<file path="src/rtl/fetch_pc_unit.sv">
// Program-counter and fetch-control stage in front of the instruction memory.
// Owns the PC, presents the fetch address combinationally, registers the
// returned instruction behind a valid/ready output, applies branch/jump
// redirects, detects fetch faults, halts, and counts delivered instructions.
module fetch_pc_unit #(
  parameter int                         ADDRESS_WIDTH = 32,
  parameter int                         INSTR_WIDTH   = 32,
  parameter int                         LENGTH        = 64,
  parameter logic [ADDRESS_WIDTH-1:0]   RESET_VECTOR  = '0
) (
  input  logic                     clk,
  input  logic                     reset,
  output logic [ADDRESS_WIDTH-1:0] Adress,
  input  logic [INSTR_WIDTH-1:0]   instruction,
  input  logic                     redirect_valid,
  input  logic [ADDRESS_WIDTH-1:0] redirect_target,
  input  logic                     halt_req,
  output logic                     out_valid,
  input  logic                     out_ready,
  output logic [INSTR_WIDTH-1:0]   out_instr,
  output logic [ADDRESS_WIDTH-1:0] out_pc,
  output logic [ADDRESS_WIDTH-1:0] out_pc_plus4,
  output logic                     halted,
  output logic [1:0]               fault,
  output logic [31:0]              fetch_count
);

  typedef enum logic {
    RUN  = 1'b0,
    HALT = 1'b1
  } state_t;

  localparam logic [ADDRESS_WIDTH-1:0] LAST_ADDR = ADDRESS_WIDTH'(4 * LENGTH - 4);
  localparam logic [ADDRESS_WIDTH-1:0] WORD_STEP = ADDRESS_WIDTH'(4);

  localparam logic [1:0] FAULT_NONE      = 2'b00;
  localparam logic [1:0] FAULT_MISALIGN  = 2'b01;
  localparam logic [1:0] FAULT_RANGE     = 2'b10;

  state_t                     state;
  state_t                     state_nxt;
  logic [ADDRESS_WIDTH-1:0]   pc;
  logic [ADDRESS_WIDTH-1:0]   pc_nxt;
  logic [ADDRESS_WIDTH-1:0]   pc_plus4;
  logic [1:0]                 fault_nxt;
  logic                       load;
  logic                       clr_valid;
  logic                       handshake;
  logic                       pc_bad;

  assign Adress    = pc;
  assign halted    = (state == HALT);
  assign pc_plus4  = pc + WORD_STEP;
  assign handshake = out_valid & out_ready;
  assign pc_bad    = (pc > LAST_ADDR) || (pc[1:0] != 2'b00);

  // State, PC and fault register updates; reset overrides everything.
  always_ff @(posedge clk) begin
    if (reset) begin
      state <= RUN;
      pc    <= RESET_VECTOR;
      fault <= FAULT_NONE;
    end else begin
      state <= state_nxt;
      pc    <= pc_nxt;
      fault <= fault_nxt;
    end
  end

  // Prioritised RUN-state decisions: halt, bad redirect, redirect, bad PC, load, stall.
  always_comb begin
    state_nxt = state;
    pc_nxt    = pc;
    fault_nxt = fault;
    load      = 1'b0;
    clr_valid = 1'b0;
    if (state == RUN) begin
      if (halt_req) begin
        state_nxt = HALT;
        clr_valid = 1'b1;
      end else if (redirect_valid && (redirect_target[1:0] != 2'b00)) begin
        fault_nxt = FAULT_MISALIGN;
        state_nxt = HALT;
        clr_valid = 1'b1;
      end else if (redirect_valid) begin
        // The instruction fetched this cycle belongs to the wrong path.
        pc_nxt    = redirect_target;
        clr_valid = 1'b1;
      end else if (pc_bad) begin
        fault_nxt = FAULT_RANGE;
        state_nxt = HALT;
        clr_valid = 1'b1;
      end else if (!out_valid || out_ready) begin
        load   = 1'b1;
        pc_nxt = pc_plus4;
      end
    end
  end

  // Output register: captures the fetched word, holds it stable while stalled.
  always_ff @(posedge clk) begin
    if (reset) begin
      out_valid    <= 1'b0;
      out_instr    <= '0;
      out_pc       <= '0;
      out_pc_plus4 <= '0;
    end else if (clr_valid) begin
      out_valid <= 1'b0;
    end else if (load) begin
      out_valid    <= 1'b1;
      out_instr    <= instruction;
      out_pc       <= pc;
      out_pc_plus4 <= pc_plus4;
    end
  end

  // Delivered-instruction counter; a handshake in a redirect or halt cycle still counts.
  always_ff @(posedge clk) begin
    if (reset) begin
      fetch_count <= '0;
    end else if (handshake) begin
      fetch_count <= fetch_count + 32'd1;
    end
  end

endmodule
</file>
<file path="config.mk">
export PLATFORM = sky130hd
export DESIGN_NAME = fetch_pc_unit
export DESIGN_NICKNAME = d
export VERILOG_FILES = /design/src/rtl/fetch_pc_unit.sv
export SDC_FILE = /design/constraint.sdc
export NUM_CORES = 1
export LEC_CHECK = 0
export CAP_MARGIN = 20
export CORE_MARGIN = 1
export CORE_UTILIZATION = 40
export CTS_CLUSTER_SIZE = 25
export DETAILED_ROUTE_END_ITERATION = 10
export PLACE_DENSITY = 0.77
export SYNTH_ARGS = -nofsm -noshare
export SYNTH_HDL_FRONTEND = slang
export SYNTH_SLANG_ARGS = --single-unit
</file>
<file path="constraint.sdc">
create_clock -name clk -period 2.5 [get_ports clk]
set_input_delay 0.25 -clock clk [delete_from_list [all_inputs] [get_ports clk]]
set_output_delay 0.25 -clock clk [all_outputs]
set_load 0.1 [all_outputs]
</file>
==> flow_metrics.tcl, run 1 <==
set metrics [dict create \
    final_util_pct 60.1 \
    postRouteWirelength_um 16100 \
    static-leakage-power_uw 0.00367 \
    viasPerCell 5.07 \
    dr.max_layer_used "met4" \
    dieWidth_um 126 \
    core_mm2 0.0148 \
    layout_skew_ns 0.0106 \
    cpPeakStageDelay_ns 0.40 \
    fmax_ghz 0.460 \
    post-route-period-util_pct 87.0 \
    wl_per_cell_um 15.0 \
    totalNegativeSetupSlack_ns 0 \
    synth.lib_cells_used.distinct 43 \
    grt_use_total_pct 20.3 \
    worst-endpoint-required_ns 2.78 \
    synthesis.yosys.warnings 0 \
    critical_path.cell_chain "nor4_1 -> nand4_1 -> buf_4 -> o31ai_4 -> buf_12 -> mux2i_1 -> o21ai_0" \
    synthesis.area_per_instance_um2 9.48 \
    commonest_cells_in_the_synthesized_netlist "sky130_fd_sc_hd__dfxtp_1 (162), sky130_fd_sc_hd__nor2_1 (88), sky130_fd_sc_hd__and2_1 (54)" \
    synth.largest_area_cell "sky130_fd_sc_hd__dfxtp_1" \
    synth_async_sr_flop_share_pct 0 \
    critPathTopFamily "simple AND/OR/NAND/NOR gates" \
    dp_hpwl_um 11200 \
    clock_sink_count 162 \
    worst_slew_pin_slew_ns 0.539 \
    ir_drop_mv 0.496 \
    power_per_unit_of_standard_cell_area_mw_per_mm2 716 \
    share_of_post_route_cells_with_drive_strength_above_1_pct 25.6 \
    outcome "finished clean" \
    die_area_mm2 0.0158 \
    antenna_left 0 \
    clk_pin_slew_worst_paths_ns 0.07 \
    worstSetupPathDepth 7 \
    clock_tree.root_cell "sky130_fd_sc_hd__clkbuf_16" \
    grt_antenna_before_repair 0 \
    critical_path_class "flip-flop to flip-flop" \
    synth_area_mm2 0.00614 \
    ys_ff_latch 162 \
    timing.final.setup_violations 0 \
    reg2reg_depth 7 \
    synth.area.top_cells "sky130_fd_sc_hd__dfxtp_1 (53%), sky130_fd_sc_hd__mux2i_1 (7.8%), sky130_fd_sc_hd__and2_1 (5.5%)" \
    grt_overflow_total 0 \
    met3_wirelength_um 1350 \
    timing.final.max_slew_violations 0 \
    io_buffers 232 \
    drt-pass1-iter-count 5 \
    synth-edff-count 0 \
    initial_utilization_pct 41.6 \
    holdBufCountCts 0 \
    drt_iter0_markers 323 \
    htreeDepth 4 \
    numCtsBuffers 17 \
    worst_hold_path_type "primary input to flip-flop" \
    max-slew-margin-rel_pct 63.8 \
    postCtsSetupBuffers 0 \
    std_cell_rows 44 \
    hold_violations 0 \
    worst_skew_late_latency_ns 0.42 \
    path_max_fanout 24 \
    startpoint_type "flip-flop" \
    met2WireLength_um 7460 \
    postSynthNetCount 718 \
    rsz0062_at_grt "false" \
    max_cap_violations 0 \
    worst_ep_arrival_time_ns 2.46 \
    cp_num_buf_inv 2 \
    ys_seq_area_share_pct 52.9 \
    tritoncts "built" \
    synth.most_common_cell "sky130_fd_sc_hd__dfxtp_1" \
    die_y_extent_um 126 \
    vias_after_detailed_routing 5438 \
    grt_first_pass_wirelength_um 25900 \
    layout_overhead_on_the_synthesized_area_pct 44.6 \
    synthDominantCellAreaShare_pct 52.9 \
    crit_slowest_cell "sky130_fd_sc_hd__nor4_1" \
    drc 0 \
    via_count_of_the_first_global_routing_pass 5178 \
    worst_setup_path_end_kind "flip-flop" \
    antenna-diode-count 0 \
    clock_tree.buffer_depth 2 \
    post_syn_instances 647 \
    min_period_ns 2.18 \
    post_cts_resize_count 0 \
    synthFlopType "sky130_fd_sc_hd__dfxtp_1" \
    m1WireLength_um 7060 \
    design.portCount 233 \
    min_path_cells 2 \
    fin_nets 947 \
    grt_start_max_net_pins 50 \
    place_congestion 0.859 \
]
[cell usage in the layout (no fill, tap or decap), types with 3 or more instances in the layout]
cell	count
sky130_fd_sc_hd__buf_4	182
sky130_fd_sc_hd__dfxtp_1	156
sky130_fd_sc_hd__nor2_1	87
sky130_fd_sc_hd__clkdlybuf4s50_1	67
sky130_fd_sc_hd__and2_1	54
sky130_fd_sc_hd__mux2i_1	48
sky130_fd_sc_hd__nand2_1	43
sky130_fd_sc_hd__nand3_1	41
sky130_fd_sc_hd__a21oi_1	28
sky130_fd_sc_hd__xor2_1	25
sky130_fd_sc_hd__clkbuf_16	17
sky130_fd_sc_hd__nand4_1	12
sky130_fd_sc_hd__o21ai_0	11
sky130_fd_sc_hd__nor4_1	10
sky130_fd_sc_hd__inv_1	9
sky130_fd_sc_hd__or3_1	8
sky130_fd_sc_hd__o31ai_1	8
sky130_fd_sc_hd__and3_1	7
sky130_fd_sc_hd__a211oi_1	7
sky130_fd_sc_hd__dfxtp_2	6
sky130_fd_sc_hd__inv_6	6
sky130_fd_sc_hd__and4_1	5
sky130_fd_sc_hd__xnor2_1	4
sky130_fd_sc_hd__nor3_1	4
sky130_fd_sc_hd__a22oi_1	4
sky130_fd_sc_hd__or4_1	3
sky130_fd_sc_hd__a311oi_1	3
sky130_fd_sc_hd__buf_12	3
[logic make-up (layout without fill, tap and decap cells)]
family / after synthesis / after routing / share of synthesized area (%)
flops: 162 / 162 / 52.9
fa+ha+maj: 2 / 2 / 0.408
mux: 48 / 48 / 7.83
xor+xnor: 29 / 29 / 4.14
simple gates: 285 / 285 / 23.7
compound gates: 70 / 70 / 7.26
buf+inv: 51 / 293 / 3.85
[power by group]
part           total (µW)  leakage [µW]  switching [µW]  internal (µW)
registers            2700       0.00131            59.4           2640
logic                1010       0.00207             701            312
clock network        2640      0.000293            1130           1500
total                6350       0.00367            1890           4460
[per-stage QoR]
step	setup slack [ns]	area, µm²	total power [µW]	hold WS [ns]	instances
after global routing	0.199	8870	6570	0.270	1073
after detailed placement	0.179	8280	3770	0.445	1041
after floorplan	-0.0171	6140	3460	0.397	647
final	0.324	8870	6350	0.268	1073
after global placement	0.217	8280	3770	0.443	1041
after CTS	0.337	8870	6410	0.255	1073
[worst paths after layout]
check                          startpoint                   endpoint  slack [ns]
setup / recovery  Adress[16]$_SDFFE_PP0P_     Adress[5]$_SDFFE_PP0P_        0.32
hold / removal                      reset  out_instr[3]$_SDFFE_PP0P_        0.27
setup reg to reg  Adress[16]$_SDFFE_PP0P_     Adress[5]$_SDFFE_PP0P_        0.32
hold reg to reg     fault[1]$_SDFFE_PP0P_      fault[1]$_SDFFE_PP0P_        0.46
[layer usage]
layer	track usage, %	vias to the layer above
met5	0	-
met4	6.31	0
met1	25.2	2518
li1	-	2677
met2	33.0	220
met3	7.18	23
[sequential cells by signal, summed over array words and instances, names as in the netlist]
| name | count |
|---|---|
| out_valid | 1 |
| Adress | 32 |
| out_pc | 32 |
| fetch_count | 32 |
| out_pc_plus4 | 30 |
| fault | 2 |
| out_instr | 32 |
| halted | 1 |
[area by class of cell]
type / count / area (µm²)
Timing Repair Buffer: 252 / 2100
Sequential cell: 162 / 3250
Inverter: 9 / 33.8
Fill cell: 1289 / 5880
Multi-Input combinational cell: 434 / 2670
Tap cell: 184 / 230
Clock buffer: 17 / 425
Clock inverter: 15 / 170
Power figures use the tool's default switching activity.
==> run 2, diff against run 1 <==
Settings changed: CORE_MARGIN 1 to 2, HOLD_SLACK_MARGIN from default to 0.05, SLEW_MARGIN from default to 20.
==> flow_metrics.tcl, run 2 (synthesis results as in run 1) <==
set metrics [dict create \
    outcome "finished clean" \
    grt.busiest_layer "met2" \
    rsz0062_at_grt "false" \
    io_buffers 232 \
    clock_tree.root_cell "sky130_fd_sc_hd__clkbuf_16" \
    critical_path_class "flip-flop to flip-flop" \
    post_cts_resize_count 0 \
    setup.worst_path.end "Adress[13]$_SDFFE_PP0P_" \
    wl_per_cell_um 15.0 \
    clock_sink_count 162 \
    most-common-layout-cells "sky130_fd_sc_hd__buf_4 (181), sky130_fd_sc_hd__dfxtp_1 (156), sky130_fd_sc_hd__nor2_1 (87), sky130_fd_sc_hd__clkdlybuf4s50_1 (67), sky130_fd_sc_hd__and2_1 (54)" \
    worst_ep_arrival_time_ns 2.50 \
    layout_overhead_on_the_synthesized_area_pct 44.7 \
    htreeDepth 4 \
    vias_after_detailed_routing 5446 \
    min_path_cells 2 \
    clock_tree.buffer_depth 2 \
    fin_nets 947 \
    path_max_fanout 24 \
    placed_cells_incl_taps 1045 \
    post-route-period-util_pct 87.3 \
    drc 0 \
    worst_skew_late_latency_ns 0.42 \
    core_mm2 0.0151 \
    worst_slew_pin_slew_ns 0.573 \
    postCtsSetupBuffers 0 \
    power_per_unit_of_standard_cell_area_mw_per_mm2 706 \
    holdBufCountCts 0 \
    met2_usage_pct 30.8 \
    viasPerCell 5.06 \
    worst-r2r-setup-slack_ns 0.32 \
    antenna_left 0 \
    dieWidth_um 128 \
    hold_violations 0 \
    ir_drop_mv 0.419 \
    final.setup.worst_slack_ns 0.317 \
    timing.critical_path.from "Adress[16]$_SDFFE_PP0P_" \
    grt_start_max_net_pins 54 \
    gr_met3_demand_resource_pct 7.10 \
    postRouteWirelength_um 16200 \
    antenna-diode-count 0 \
    timing.final.setup_violations 0 \
    grt_use_total_pct 19.9 \
    worst_hold_path_type "primary input to flip-flop" \
    layout_commonest_cell "sky130_fd_sc_hd__buf_4" \
    worst_setup_path_end_kind "flip-flop" \
    static-leakage-power_uw 0.00367 \
    worstReg2RegEnd "Adress[13]$_SDFFE_PP0P_" \
    layout.cells.non_filler 1077 \
    drt_iter0_markers 334 \
    die_y_extent_um 128 \
    place_congestion 0.820 \
    rr_startpoint "Adress[16]$_SDFFE_PP0P_" \
    tritoncts "built" \
    reg2reg_depth 7 \
    grt_antenna_before_repair 0 \
    std_cell_rows 45 \
    clk_pin_slew_worst_paths_ns 0.07 \
    design.portCount 233 \
    initial_utilization_pct 40.7 \
    max-slew-margin-rel_pct 61.8 \
    grt_first_pass_wirelength_um 26200 \
    via_count_of_the_first_global_routing_pass 5166 \
    numCtsBuffers 17 \
    layout_skew_ns 0.00735 \
    filler_cell_count 1324 \
    post-place-ws_ns 0.208 \
    dp_hpwl_um 11500 \
    min_period_ns 2.18 \
    timing.final.max_slew_violations 0 \
    grt_overflow_total 0 \
    die_area_mm2 0.0163 \
    startpoint_type "flip-flop" \
    worst-endpoint-required_ns 2.82 \
    gr-usage-met1_pct 25.3 \
    fmax_ghz 0.458 \
    share_of_post_route_cells_with_drive_strength_above_1_pct 25.6 \
    drt-pass1-iter-count 5 \
    max_cap_violations 0 \
]
-- run 2: cell types whose count changed in the layout (fill, tap and decap cells not counted), sizes merged --
cell | previous run | this run
inv | 17 | 15
bufinv | 2 | 1
clkbuf | 17 | 18
clkinv | 4 | 6
-- run 2: layout make-up --
cell class | instances | area, µm² | area share (%)
Clock inverter | 14 | 146 | 1.65
Timing Repair Buffer | 252 | 2110 | 23.8
Inverter | 9 | 33.8 | 0.380
Tap cell | 188 | 235 | 2.65
Multi-Input combinational cell | 434 | 2670 | 30.0
Clock buffer | 18 | 439 | 4.95
Sequential cell | 162 | 3250 | 36.6
-- run 2: power by group --
| group | internal, µW | switching, µW | total (µW) |
|---|---|---|---|
| Sequential | 2640 | 60.0 | 2700 |
| Clock | 1430 | 1120 | 2560 |
| Combinational | 310 | 699 | 1010 |
| Total | 4390 | 1880 | 6270 |
-- run 2: how the worst min path moves through the flow --
stage	start	end	slack (ns)
6_report	reset	out_instr[3]$_SDFFE_PP0P_	0.30
5_1_grt	reset	out_instr[24]$_SDFFE_PP0P_	0.32
4_1_cts	reset	out_instr[3]$_SDFFE_PP0P_	0.29
3_5_place_dp	out_pc[12]$_SDFFE_PP0P_	out_pc[12]$_SDFFE_PP0P_	0.44
3_3_place_gp	out_pc[23]$_SDFFE_PP0P_	out_pc[23]$_SDFFE_PP0P_	0.44
2_1_floorplan	instruction[17]	out_instr[17]$_SDFFE_PP0P_	0.40
-- run 2: worst max-delay path, cell delays in order, from the launching register on --
cell and delay, ns:
sky130_fd_sc_hd__dfxtp_1 0.36, sky130_fd_sc_hd__nor4_1 0.41, sky130_fd_sc_hd__nand4_1 0.26, sky130_fd_sc_hd__buf_4 0.22, sky130_fd_sc_hd__o31ai_4 0.28, sky130_fd_sc_hd__buf_12 0.21, sky130_fd_sc_hd__a21oi_1 0.08, sky130_fd_sc_hd__a311oi_1 0.27
-- run 2: per-stage QoR --
stage / hold slack, ns / power, µW / instance area (µm²) / TNS [ns] / utilization, %
global placement: 0.444 / 3770 / 8290 / 0 / 55.0
finish: 0.296 / 6270 / 8880 / 0 / 58.8
detailed placement: 0.445 / 3770 / 8290 / 0 / 55.0
CTS: 0.294 / 6330 / 8880 / 0 / 58.8
floorplan: 0.397 / 3460 / 6140 / -0.0171 / -
global route: 0.320 / 6510 / 8880 / 0 / 58.8
-- run 2: routing by layer --
layer | vias to the layer above | share of wire [%]
li1 | 2687 | -
met1 | 2514 | 44
met2 | 219 | 46
met3 | 26 | 8.8
met4 | 0 | 2.1
met5 | - | 0
==> run 3, diff against run 2 <==
Settings changed: CORE_ASPECT_RATIO from default to 1.75.
==> flow_metrics.tcl, run 3 (synthesis results as in run 1) <==
set metrics [dict create \
    share_of_post_route_cells_with_drive_strength_above_1_pct 25.6 \
    vias_after_detailed_routing 5416 \
    worst-endpoint-required_ns 2.80 \
    fin_nets 947 \
    post_cts_resize_count 0 \
    startpoint_type "flip-flop" \
    clock_tree.buffer_depth 2 \
    htreeDepth 4 \
    power_switching_share_pct 30.6 \
    met2WireLength_um 8790 \
    drt-pass1-iter-count 4 \
    initial_utilization_pct 41.1 \
    multi_input_comb_area_mm2 0.00267 \
    worst-r2r-setup-slack_ns 0.23 \
    postCtsSetupBuffers 0 \
    timing.critical_path.mode_cell "sky130_fd_sc_hd__buf_12" \
    viasPerCell 5.06 \
    layout_skew_ns 0.0167 \
    layout_commonest_cell "sky130_fd_sc_hd__buf_4" \
    cpPeakStageDelay_ns 0.43 \
    post-route-period-util_pct 91.0 \
    critPathTopFamily "simple AND/OR/NAND/NOR gates" \
    clock_tree.root_cell "sky130_fd_sc_hd__clkbuf_16" \
    dp_hpwl_um 12300 \
    filler_cell_count 1319 \
    std_cell_rows 59 \
    tritoncts "built" \
    critical_path.cell_chain "nor4_1 -> nand4_1 -> nor3_4 -> buf_12 -> buf_12 -> mux2i_1 -> nor2_1" \
    worst_hold_path_type "primary input to flip-flop" \
    hold_violations 0 \
    post_detailed_placement_cell_area_mm2 0.00828 \
    layout_overhead_on_the_synthesized_area_pct 44.1 \
    clock_sink_count 162 \
    outcome "finished clean" \
    antenna_left 0 \
    max-slew-margin-rel_pct 61.6 \
    area.sequential_mm2 0.00325 \
    dr.max_layer_used "met4" \
    fmax_ghz 0.440 \
    clock_power_share_pct 39.8 \
    cp_num_buf_inv 2 \
    critical_path_class "flip-flop to flip-flop" \
    switch_pwr_uw 1890 \
    design.portCount 233 \
    antenna-diode-count 0 \
    reg2reg_depth 7 \
    grt_overflow_total 0 \
    layout.cell_area.non_filler_mm2 0.00884 \
    power_report.internal_total_uw 4290 \
    place_congestion 0.808 \
    max_cap_violations 0 \
    p_total_uw 6180 \
    numCtsBuffers 17 \
    holdBufCountCts 0 \
    ir_drop_mv 0.425 \
    most-common-layout-cells "sky130_fd_sc_hd__buf_4 (181), sky130_fd_sc_hd__dfxtp_1 (156), sky130_fd_sc_hd__nor2_1 (87), sky130_fd_sc_hd__clkdlybuf4s50_1 (67), sky130_fd_sc_hd__and2_1 (54)" \
    grt_antenna_before_repair 0 \
    hold_ws_ns 0.231 \
    die_area_mm2 0.0164 \
    die_y_extent_um 168 \
    drt_iter0_markers 183 \
    grt_use_total_pct 20.1 \
    worst_slew_pin_slew_ns 0.571 \
    worst_skew_late_latency_ns 0.42 \
    timing.final.setup_violations 0 \
    post-place-ws_ns 0.0960 \
    rsz0062_at_grt "false" \
    met3_wirelength_um 979 \
    power_per_unit_of_standard_cell_area_mw_per_mm2 698 \
    io_buffers 232 \
    timing.final.max_slew_violations 0 \
    worstSetupPathDepth 7 \
    seqPwrFrac_pct 43.7 \
    dieWidth_um 97.6 \
    via_count_of_the_first_global_routing_pass 5210 \
    static-leakage-power_uw 0.00365 \
    postRouteWirelength_um 16700 \
    drc 0 \
    worst_ep_arrival_time_ns 2.57 \
    worst_setup_path_end_kind "flip-flop" \
    grt_start_max_net_pins 50 \
    min_path_cells 2 \
    clk_pin_slew_worst_paths_ns 0.07 \
    wl_per_cell_um 15.6 \
    crit_slowest_cell "sky130_fd_sc_hd__nor4_1" \
    p_comb_share_pct 16.4 \
    grt_first_pass_wirelength_um 26700 \
    m1WireLength_um 6500 \
    path_max_fanout 26 \
    min_period_ns 2.27 \
    totalNegativeSetupSlack_ns 0 \
    core_mm2 0.0149 \
    final.setup.worst_slack_ns 0.226 \
]
-- run 3: worst reg2reg max path, cell delays in order (launching register included) --
cell                      delay [ns]
sky130_fd_sc_hd__dfxtp_1        0.35
sky130_fd_sc_hd__nor4_1         0.43
sky130_fd_sc_hd__nand4_1        0.33
sky130_fd_sc_hd__nor3_4         0.32
sky130_fd_sc_hd__buf_12         0.20
sky130_fd_sc_hd__buf_12         0.23
sky130_fd_sc_hd__mux2i_1        0.23
sky130_fd_sc_hd__nor2_1         0.06
-- run 3: layout make-up --
class / count / area share, %
clock buffer: 18 / 4.97
tap: 183 / 2.59
sequential: 162 / 36.8
clock inverter: 13 / 1.32
inverter: 9 / 0.382
timing repair buffer: 252 / 23.9
multi-input combinational: 434 / 30.1
-- run 3: layer usage --
metal	vias to the layer above	global-route usage, %
met5	-	0
met4	0	8.88
met3	27	5.40
met2	189	35.9
met1	2529	22.0
li1	2671	-
-- run 3: worst paths after layout --
kind                            from                   endpoint
min reg2reg    fault[1]$_SDFFE_PP0P_      fault[1]$_SDFFE_PP0P_
max reg2reg  Adress[16]$_SDFFE_PP0P_  out_instr[9]$_SDFFE_PP0P_
min                            reset  out_instr[0]$_SDFFE_PP0P_
max          Adress[16]$_SDFFE_PP0P_  out_instr[9]$_SDFFE_PP0P_
-- run 3: metrics by stage --
step,util (%),std cells
after detailed placement,55.5,1039
final,59.3,1071
after floorplan,-,647
after global routing,59.3,1071
after CTS,59.3,1070
after global placement,55.5,1039
-- run 3: power by group through the flow --
stage	registers [µW]	clock network [µW]	logic [µW]
floorplan	3180	0	275
global placement	2760	0	1010
global route	2710	2640	1060
finish	2700	2460	1010
detailed placement	2760	0	1010
CTS	2700	2520	1020
